$ cat src/rtl/bidin_ldpc_feeder_if.sv
// Port bundle between the LDPC feeder, the main-memory read port, the frame-ready source and the decoder.
interface bidin_ldpc_feeder_if #(
    parameter int WID = 6,
    parameter int AW  = 18
);
    logic           frame_rdy;
    logic           ldpc_req;
    logic           ldpc_stall;
    logic           mem_rd_en;
    logic [AW-1:0]  mem_addr;
    logic [WID-1:0] mem_rdata;
    logic           ldpc_vld;
    logic           ldpc_sob;
    logic           ldpc_eob;
    logic [WID-1:0] ldpc_dout;
    logic [3:0]     blk_idx;
    logic           busy;
    logic           err_ovf;

    // Symbol handshake: a symbol moves on a rising clk edge where ldpc_vld=1 and ldpc_stall=0;
    // while ldpc_vld=1 and ldpc_stall=1 the payload (dout/sob/eob) holds. Memory returns
    // mem_rdata exactly one cycle after a mem_rd_en cycle, with no back-pressure.
    modport master (
        input  frame_rdy, ldpc_req, ldpc_stall, mem_rdata,
        output mem_rd_en, mem_addr, ldpc_vld, ldpc_sob, ldpc_eob, ldpc_dout,
               blk_idx, busy, err_ovf
    );

    modport slave (
        output frame_rdy, ldpc_req, ldpc_stall, mem_rdata,
        input  mem_rd_en, mem_addr, ldpc_vld, ldpc_sob, ldpc_eob, ldpc_dout,
               blk_idx, busy, err_ovf
    );
endinterface

$ cat src/rtl/bidin_ldpc_feeder.sv
// Streams a deinterleaved frame from main memory to the LDPC decoder, one codeword per ldpc_req.
// Optional macro BIDIN_FEED_RESTART_EN: frame_rdy while busy restarts the frame instead of being ignored.
module bidin_ldpc_feeder #(
    parameter int WID     = 6,
    parameter int AW      = 18,
    parameter int BLK_LEN = 9216,
    parameter int NUM_BLK = 15
) (
    input  logic                clk,
    input  logic                rst,
    bidin_ldpc_feeder_if.master bus,
    output logic [1:0]          state_o
);
    localparam int              OFF_W    = (BLK_LEN > 1) ? $clog2(BLK_LEN) : 1;
    localparam logic [OFF_W-1:0] OFF_LAST = OFF_W'(BLK_LEN - 1);
    localparam logic [3:0]      BLK_LAST = 4'(NUM_BLK - 1);

    typedef enum logic [1:0] {
        S_IDLE     = 2'd0,
        S_WAIT_REQ = 2'd1,
        S_READ     = 2'd2,
        S_DRAIN    = 2'd3
    } state_t;

    state_t           state_q;
    logic [3:0]       blk_idx_q;
    logic [OFF_W-1:0] offset_q;
    logic [AW-1:0]    addr_q;
    logic             inflight_q;
    logic             infl_sob_q;
    logic             infl_eob_q;
    logic             err_ovf_q;

    logic [WID-1:0]   skid_data_q [2];
    logic             skid_sob_q  [2];
    logic             skid_eob_q  [2];
    logic             wr_ptr_q;
    logic             rd_ptr_q;
    logic [1:0]       cnt_q;

    logic             vld;
    logic             pop;
    logic             issue;
    logic [1:0]       occ;
    logic [1:0]       cnt_d;

    // A slot freed by this cycle's pop may be reused by this cycle's read, which keeps 1 symbol/cycle.
    always_comb begin
        vld   = (cnt_q != 2'd0);
        pop   = vld && !bus.ldpc_stall;
        occ   = cnt_q + {1'b0, inflight_q};
        issue = (state_q == S_READ) && ((occ < 2'd2) || pop);
        case ({inflight_q, pop})
            2'b10:   cnt_d = cnt_q + 2'd1;
            2'b01:   cnt_d = cnt_q - 2'd1;
            default: cnt_d = cnt_q;
        endcase
    end

    always_ff @(posedge clk) begin
        if (rst) begin
            state_q    <= S_IDLE;
            blk_idx_q  <= 4'd0;
            offset_q   <= '0;
            addr_q     <= '0;
            inflight_q <= 1'b0;
            infl_sob_q <= 1'b0;
            infl_eob_q <= 1'b0;
            err_ovf_q  <= 1'b0;
            wr_ptr_q   <= 1'b0;
            rd_ptr_q   <= 1'b0;
            cnt_q      <= 2'd0;
            for (int i = 0; i < 2; i++) begin
                skid_data_q[i] <= '0;
                skid_sob_q[i]  <= 1'b0;
                skid_eob_q[i]  <= 1'b0;
            end
        end else begin
            if (inflight_q) begin
                skid_data_q[wr_ptr_q] <= bus.mem_rdata;
                skid_sob_q[wr_ptr_q]  <= infl_sob_q;
                skid_eob_q[wr_ptr_q]  <= infl_eob_q;
                wr_ptr_q              <= ~wr_ptr_q;
            end
            if (pop) begin
                rd_ptr_q <= ~rd_ptr_q;
            end
            cnt_q      <= cnt_d;
            inflight_q <= issue;
            infl_sob_q <= (offset_q == '0);
            infl_eob_q <= (offset_q == OFF_LAST);
            if (issue) begin
                addr_q   <= addr_q + AW'(1);
                offset_q <= (offset_q == OFF_LAST) ? '0 : offset_q + OFF_W'(1);
            end

            case (state_q)
                S_IDLE: begin
                    if (bus.frame_rdy) begin
                        state_q   <= S_WAIT_REQ;
                        blk_idx_q <= 4'd0;
                        offset_q  <= '0;
                        addr_q    <= '0;
                    end
                end
                S_WAIT_REQ: begin
                    if (bus.ldpc_req) begin
                        state_q <= S_READ;
                    end
                end
                S_READ: begin
                    if (issue && (offset_q == OFF_LAST)) begin
                        state_q <= S_DRAIN;
                    end
                end
                S_DRAIN: begin
                    if (cnt_d == 2'd0) begin
                        if (blk_idx_q == BLK_LAST) begin
                            state_q   <= S_IDLE;
                            blk_idx_q <= 4'd0;
                            addr_q    <= '0;
                        end else begin
                            state_q   <= S_WAIT_REQ;
                            blk_idx_q <= blk_idx_q + 4'd1;
                        end
                    end
                end
                default: state_q <= S_IDLE;
            endcase

            if (bus.frame_rdy && (state_q != S_IDLE)) begin
                err_ovf_q <= 1'b1;
`ifdef BIDIN_FEED_RESTART_EN
                // Abort: drop skid contents and the read in flight, restart from codeword 0.
                state_q    <= S_WAIT_REQ;
                blk_idx_q  <= 4'd0;
                offset_q   <= '0;
                addr_q     <= '0;
                inflight_q <= 1'b0;
                wr_ptr_q   <= 1'b0;
                rd_ptr_q   <= 1'b0;
                cnt_q      <= 2'd0;
`endif
            end
        end
    end

    assign bus.mem_rd_en = issue;
    assign bus.mem_addr  = addr_q;
    assign bus.ldpc_vld  = vld;
    assign bus.ldpc_sob  = vld && skid_sob_q[rd_ptr_q];
    assign bus.ldpc_eob  = vld && skid_eob_q[rd_ptr_q];
    assign bus.ldpc_dout = skid_data_q[rd_ptr_q];
    assign bus.blk_idx   = blk_idx_q;
    assign bus.busy      = (state_q != S_IDLE);
    assign bus.err_ovf   = err_ovf_q;
    assign state_o       = state_q;
endmodule

$ cat src/flat_wrapper.sv
// flat-port wrapper written by rule: the top's interface ports become plain ports
module bidin_ldpc_feeder_flat 
#(
    parameter int WID     = 6,
    parameter int AW      = 18,
    parameter int BLK_LEN = 9216,
    parameter int NUM_BLK = 15
)
  (clk, rst, state_o, bus_frame_rdy, bus_ldpc_req, bus_ldpc_stall, bus_mem_rdata, bus_mem_rd_en, bus_mem_addr, bus_ldpc_vld, bus_ldpc_sob, bus_ldpc_eob, bus_ldpc_dout, bus_blk_idx, bus_busy, bus_err_ovf);
  bidin_ldpc_feeder_if #(.WID(WID), .AW(AW)) bus_i ();
  input  logic clk;
  input  logic rst;
  output logic [1:0] state_o;
  input wire logic [$bits(bus_i.frame_rdy)-1:0] bus_frame_rdy;
  input wire logic [$bits(bus_i.ldpc_req)-1:0] bus_ldpc_req;
  input wire logic [$bits(bus_i.ldpc_stall)-1:0] bus_ldpc_stall;
  input wire logic [$bits(bus_i.mem_rdata)-1:0] bus_mem_rdata;
  output wire logic [$bits(bus_i.mem_rd_en)-1:0] bus_mem_rd_en;
  output wire logic [$bits(bus_i.mem_addr)-1:0] bus_mem_addr;
  output wire logic [$bits(bus_i.ldpc_vld)-1:0] bus_ldpc_vld;
  output wire logic [$bits(bus_i.ldpc_sob)-1:0] bus_ldpc_sob;
  output wire logic [$bits(bus_i.ldpc_eob)-1:0] bus_ldpc_eob;
  output wire logic [$bits(bus_i.ldpc_dout)-1:0] bus_ldpc_dout;
  output wire logic [$bits(bus_i.blk_idx)-1:0] bus_blk_idx;
  output wire logic [$bits(bus_i.busy)-1:0] bus_busy;
  output wire logic [$bits(bus_i.err_ovf)-1:0] bus_err_ovf;
  assign bus_i.frame_rdy = bus_frame_rdy;
  assign bus_i.ldpc_req = bus_ldpc_req;
  assign bus_i.ldpc_stall = bus_ldpc_stall;
  assign bus_i.mem_rdata = bus_mem_rdata;
  assign bus_mem_rd_en = bus_i.mem_rd_en;
  assign bus_mem_addr = bus_i.mem_addr;
  assign bus_ldpc_vld = bus_i.ldpc_vld;
  assign bus_ldpc_sob = bus_i.ldpc_sob;
  assign bus_ldpc_eob = bus_i.ldpc_eob;
  assign bus_ldpc_dout = bus_i.ldpc_dout;
  assign bus_blk_idx = bus_i.blk_idx;
  assign bus_busy = bus_i.busy;
  assign bus_err_ovf = bus_i.err_ovf;
  bidin_ldpc_feeder #(.WID(WID), .AW(AW), .BLK_LEN(BLK_LEN), .NUM_BLK(NUM_BLK)) u_core (.clk(clk), .rst(rst), .bus(bus_i), .state_o(state_o));
endmodule
$ cat config.mk
export PLATFORM = sky130hd
export DESIGN_NAME = bidin_ldpc_feeder_flat
export DESIGN_NICKNAME = d
export VERILOG_FILES = /design/src/rtl/bidin_ldpc_feeder_if.sv /design/src/rtl/bidin_ldpc_feeder.sv /design/src/flat_wrapper.sv
export SDC_FILE = /design/constraint.sdc
export NUM_CORES = 1
export LEC_CHECK = 0
export ABC_AREA = 1
export CORE_ASPECT_RATIO = 2
export CORE_MARGIN = 10
export CORE_UTILIZATION = 49
export DETAILED_ROUTE_END_ITERATION = 7
export PLACE_DENSITY_LB_ADDON = 0.2
export SLEW_MARGIN = 20
export SYNTH_ARGS = -nofsm -noshare
export SYNTH_HDL_FRONTEND = slang
export SYNTH_SLANG_ARGS = --single-unit
$ cat constraint.sdc
create_clock -name clk -period 2.7 [get_ports clk]
set_input_delay 0.81 -clock clk [delete_from_list [all_inputs] [get_ports clk]]
set_output_delay 0.81 -clock clk [all_outputs]
set_load 0.02 [all_outputs]
==> results_dict.tcl, run 1 <==
set metrics [dict create \
    status "complete, no violations" \
    hold_start "u_core.rd_ptr_q" \
    place_congestion 0.855 \
    min_period_ns 2.55 \
    crit_fanout 2 \
    syn-cell-area_um2 3250 \
    num_io_pins 47 \
    antenna_found_initial 0 \
    fin_crit_sh_pct 94.6 \
    die_area_um2 10500 \
    initial_utilization_pct 49.9 \
    avgSynthCellArea_um2 7.47 \
    dp_slack_ns -0.290 \
    final_cell_mix "nand2_1, nor2_1, inv_1" \
    grt_max_degree 20 \
    synth-seq-cells 63 \
    detail-route-antenna-nets 0 \
    p_leak_nw 1.64 \
    p_per_area_nw_per_um2 842 \
    seq_area_frac_synth_pct 43.7 \
    drive_above_1_share_pct 9.33 \
    cts_max_path_buffers 2 \
    drt_iter0_drc 178 \
    grt_pass1_wl_mm 12.6 \
    die_x_um 77.6 \
    post-cts-setup-buffers 0 \
    row_count 42 \
    fin_skew_ns 0.00728 \
    crit_type "in -> out" \
    area_growth_syn_to_layout_pct 29.2 \
    worst_slack_ns 0.145 \
    gr-total-overflow 0 \
    hold_violations 0 \
    holdCritPathClass "reg -> reg" \
    wl_per_cell_um 12.3 \
    clk_pin_slew_ns 0.05 \
    yosysWarnings 0 \
    setup_viol 0 \
    synth_fp_nets 456 \
    hpwl_mm 5.27 \
    grt_pass1_vias 2872 \
    cp-startpoint "bus_ldpc_stall" \
    final_common_cell "nand2_1" \
    cts_made_buffers 9 \
    grt_usage_pct 14.3 \
    synth.distinct_cells 36 \
    synth_area_leader_cell "dfxtp_1" \
    finalNetCount 520 \
    die_h_um 135 \
    cp-start-kind "primary input" \
    clock-sinks 63 \
    final_area_um2 4200 \
    synth_area_leaders "dfxtp_1, edfxtp_1, nand2_1, nor2_1, inv_1" \
    root_buffer "clkbuf_16" \
    timing.fmax_mhz 391 \
    rr_startpoint "u_core.cnt_q[0]" \
    holdBufCountCts 0 \
    max_cap_violations 0 \
    clk_latency_ns 0.33 \
    vias 2904 \
    cts_htree_levels 3 \
    antenna_cells 0 \
    fin_total_pwr_mw 3.54 \
    synthDominantCellAreaShare_pct 29.0 \
    crit_required_ns 1.89 \
    slew_viol_final 0 \
    timing.critical_path.to_type "primary output" \
    cts_tree "built" \
    routed_wl_mm 7.27 \
    dpl_cell_area_um2 3870 \
    worst_pin_slew_ns 0.377 \
    fp.coreArea_um2 6520 \
    port-buffer-count 46 \
    postSynthCellCount 435 \
    vias_per_cell 4.91 \
    fin_util_pct 64.4 \
    worst_ep_arrival_time_ns 1.74 \
    fin_setup_tns_ns 0 \
    slew-limit-headroom_pct 74.6 \
    dr.pass1.iters 4 \
    fill_cells 594 \
    ir_drop_v 0.000730 \
    route.detailed.drc 0 \
    rsz0062_at_grt "false" \
]
## Yosys cell counts
cell and instances:
a21oi_1 21, a21oi_4 2, a31o_2 1, a31oi_1 1, buf_2 1, buf_4 1
buf_6 2, clkbuf_1 2, clkinv_1 1, dfxtp_1 47, edfxtp_1 16, ha_1 10
inv_1 49, inv_2 1, mux2i_1 1, nand2_1 103, nand2_2 2, nand2_4 2
nand3_1 34, nand3_2 1, nand3b_1 2, nand3b_2 1, nand4_1 5, nand4_4 1
nor2_1 79, nor2_2 1, nor3_1 5, nor3_2 2, nor3b_1 1, nor4_1 3
o211ai_1 1, o21ai_0 17, o21bai_1 2, or2_2 2, xnor2_1 3, xor2_1 12
## cells by family after synthesis
logic type / synth area share [%]
simple gates: 32.8
flops: 43.7
buf+inv: 7.20
compound gates: 8.01
xor+xnor: 4.04
fa+ha+maj: 3.85
mux: 0.308
## worst max-delay path, cell delays in order
cell	delay [ns]
clkdlybuf4s50_1	0.45
inv_1	0.04
nand2_1	0.10
nand2_2	0.09
nand2_4	0.06
inv_2	0.03
buf_2	0.15
## final cells by class
type | count | area, um2 | area share, %
timing repair buffer | 59 | 556 | 13.2
clock inverter | 7 | 97.6 | 2.32
inverter | 51 | 191 | 4.56
clock buffer | 9 | 225 | 5.37
sequential | 63 | 1420 | 33.9
multi-input combinational | 315 | 1600 | 38.0
tap | 88 | 110 | 2.62
## final timing paths
kind	end	slack [ns]	cells after the start
setup / recovery	bus_mem_rd_en	0.15	7
hold / removal	u_core.rd_ptr_q	0.46	1
setup reg to reg	u_core.bus.mem_addr[16]	0.62	11
hold reg to reg	u_core.rd_ptr_q	0.46	1
## repair_timing
action                                 in CTS  in global routing
endpoints found under the hold margin       0                  0
setup endpoints to repair                   1                  4
resized for setup                           3                  4
## registers in the layout, indices dropped and copies added (netlist names), 2 cells and up, named ones only
signal and cells:
u_core.bus.blk_idx 4, u_core.bus.mem_addr 18, u_core.cnt_q 2, u_core.offset_q 14, u_core.skid_data_q 12, u_core.skid_eob_q 2, u_core.skid_sob_q 2, u_core.state_o 2
## routing by layer
metal	GRT usage, %	part of all wire (%)	vias up
met2	24.8	49	53
met4	6.53	2.0	0
met1	15.5	44	1314
met5	0	0	-
met3	4.06	5.1	16
li1	-	-	1521
## power breakdown
group	internal [mW]	switching, mW	total (mW)
Combinational	0.464	0.678	1.14
Clock	0.808	0.423	1.23
Sequential	1.07	0.0965	1.16
Total	2.34	1.20	3.54
## through the flow
step           instances  hold slack [ns]
6_report             592            0.465
5_1_grt              592            0.481
4_1_cts              592            0.458
3_5_place_dp         576            0.448
3_3_place_gp         576            0.444
2_1_floorplan        435            0.426
Note: power is estimated with default switching activity, not from simulation.
==> run 2, diff against run 1 <==
- CTS_BUF_LIST: default -> sky130_fd_sc_hd__clkbuf_2 sky130_fd_sc_hd__clkbuf_4 sky130_fd_sc_hd__clkbuf_8
- PLACE_DENSITY: default -> 0.74
- PLACE_DENSITY_LB_ADDON: 0.2 -> default
- TNS_END_PERCENT: default -> 30
==> run 2 against run 1 <==
Net effect: worst hold slack worse by 0.0090 ns; fmax is 3.9% lower; global-route usage decreased by 0.26 points; die area stayed put; clock-buffer cell count increased by 2; combinational power barely moved; clock power fell by 44%; sequential power is essentially flat; critical path type unchanged.
==> results_dict.tcl, run 2 (synthesis results as in run 1) <==
set metrics [dict create \
    status "complete, no violations" \
    ir_drop_v 0.000360 \
    fp.coreArea_um2 6520 \
    max_cap_violations 0 \
    crit_fanout 2 \
    route.detailed.drc 0 \
    gr-total-overflow 0 \
    timing.fmax_mhz 376 \
    cts_htree_levels 3 \
    die_h_um 135 \
    port-buffer-count 46 \
    worst_ep_arrival_time_ns 1.85 \
    grt_max_degree 20 \
    min_period_ns 2.66 \
    cts_max_path_buffers 2 \
    place_congestion 0.841 \
    vias 2922 \
    p_per_area_nw_per_um2 739 \
    cts_tree "built" \
    slew_viol_final 0 \
    final_common_cell "nand2_1" \
    hold_violations 0 \
    drt_iter0_drc 163 \
    max_stage_delay_ns 0.45 \
    num_io_pins 47 \
    cp-start-kind "primary input" \
    final_cell_mix "nand2_1, nor2_1, inv_1" \
    grt_pass1_wl_mm 12.3 \
    root_buffer "clkbuf_8" \
    timing.critical_path.to_type "primary output" \
    largest_reg_flops 18 \
    initial_utilization_pct 49.9 \
    layout.cells.non_filler 592 \
    antenna_found_initial 0 \
    finalNetCount 520 \
    cp_slowest_cell "clkdlybuf4s50_1" \
    fin_skew_ns 0.00753 \
    p_leak_nw 1.58 \
    dr.pass1.iters 4 \
    path_cells "clkdlybuf4s50_1 -> inv_1 -> nand2_1 -> nand2_2 -> nand2_4 -> inv_2 -> clkdlybuf4s15_2" \
    slew-limit-headroom_pct 75.7 \
    crit_required_ns 1.89 \
    top_usage_layer "met2" \
    grt_usage_pct 14.0 \
    crit_type "in -> out" \
    rsz0062_at_grt "true" \
    cts_made_buffers 9 \
    drive_above_1_share_pct 8.93 \
    worst_pin_slew_ns 0.362 \
    die_x_um 77.6 \
    fin_crit_sh_pct 98.4 \
    wl_per_cell_um 11.7 \
    hpwl_mm 5.31 \
    final_area_um2 4040 \
    holdCritPathClass "reg -> reg" \
    dp_cells 576 \
    die_area_um2 10500 \
    grtUsageMet2_pct 23.4 \
    vias_per_cell 4.94 \
    use_met3_pct 5.05 \
    grt_pass1_vias 2838 \
    clock-sinks 63 \
    clk_pin_slew_ns 0.06 \
    clk_latency_ns 0.34 \
    antenna_cells 0 \
    setup_viol 0 \
    routed_wl_mm 6.91 \
    dpl_cell_area_um2 3870 \
    detail-route-antenna-nets 0 \
    row_count 42 \
    area_growth_syn_to_layout_pct 24.5 \
    fin_total_pwr_mw 2.99 \
    fill_cells 629 \
    use_met1_pct 14.9 \
]
-- run 2: worst max-delay path, delay by kind of cell --
family,cells,cell delay [ns]
buf+inv,4,0.78
simple gates,3,0.25
-- run 2: power breakdown --
group	total, mW	switching (mW)	leakage, nW	internal (mW)
sequential	1.16	0.0946	0.545	1.07
clock	0.692	0.347	0.0874	0.345
combinational	1.14	0.666	0.947	0.471
total	2.99	1.11	1.58	1.88
-- run 2: final timing paths --
check                                     start                     end  slack, ns  depth (start not counted)
worst max register to register  u_core.cnt_q[0]  u_core.bus.mem_addr[8]       0.72                         11
worst min-delay path            u_core.rd_ptr_q                    flop       0.46                          1
worst max-delay path             bus_ldpc_stall           bus_mem_rd_en       0.04                          7
worst min register to register  u_core.rd_ptr_q                    flop       0.46                          1
-- run 2: metrics by stage --
| step | TNS (ns) | setup slack [ns] | hold slack (ns) | util, % |
|---|---|---|---|---|
| floorplan | 0 | 0.378 | 0.426 | - |
| global placement | -1.66 | -0.306 | 0.436 | 59.5 |
| detailed placement | -2.07 | -0.298 | 0.447 | 59.5 |
| CTS | 0 | 0.0357 | 0.454 | 62.0 |
| global route | -0.0258 | -0.0258 | 0.479 | 62.1 |
| finish | 0 | 0.0429 | 0.456 | 62.1 |
-- run 2: layout make-up --
| type | instances | area, um2 | area share [%] |
|---|---|---|---|
| timing repair buffer | 59 | 562 | 13.9 |
| tap | 88 | 110 | 2.72 |
| inverter | 51 | 191 | 4.73 |
| sequential | 63 | 1420 | 35.1 |
| clock buffer | 11 | 139 | 3.43 |
| multi-input combinational | 315 | 1590 | 39.4 |
| clock inverter | 5 | 26.3 | 0.650 |
-- run 2: timing repair --
action,CTS,global route
endpoints found under the setup margin,1,2
resized for setup,3,1
gates cloned,0,0
hold buffers,0,0
buffers inserted,0,0
-- run 2: layer usage --
metal / vias up / wire, um / part of all wire [%]
li1: 1531 / - / -
met1: 1338 / 3030 / 44
met2: 44 / 3360 / 49
met3: 9 / 408 / 5.9
met4: 0 / 116 / 1.7
met5: - / 0 / 0
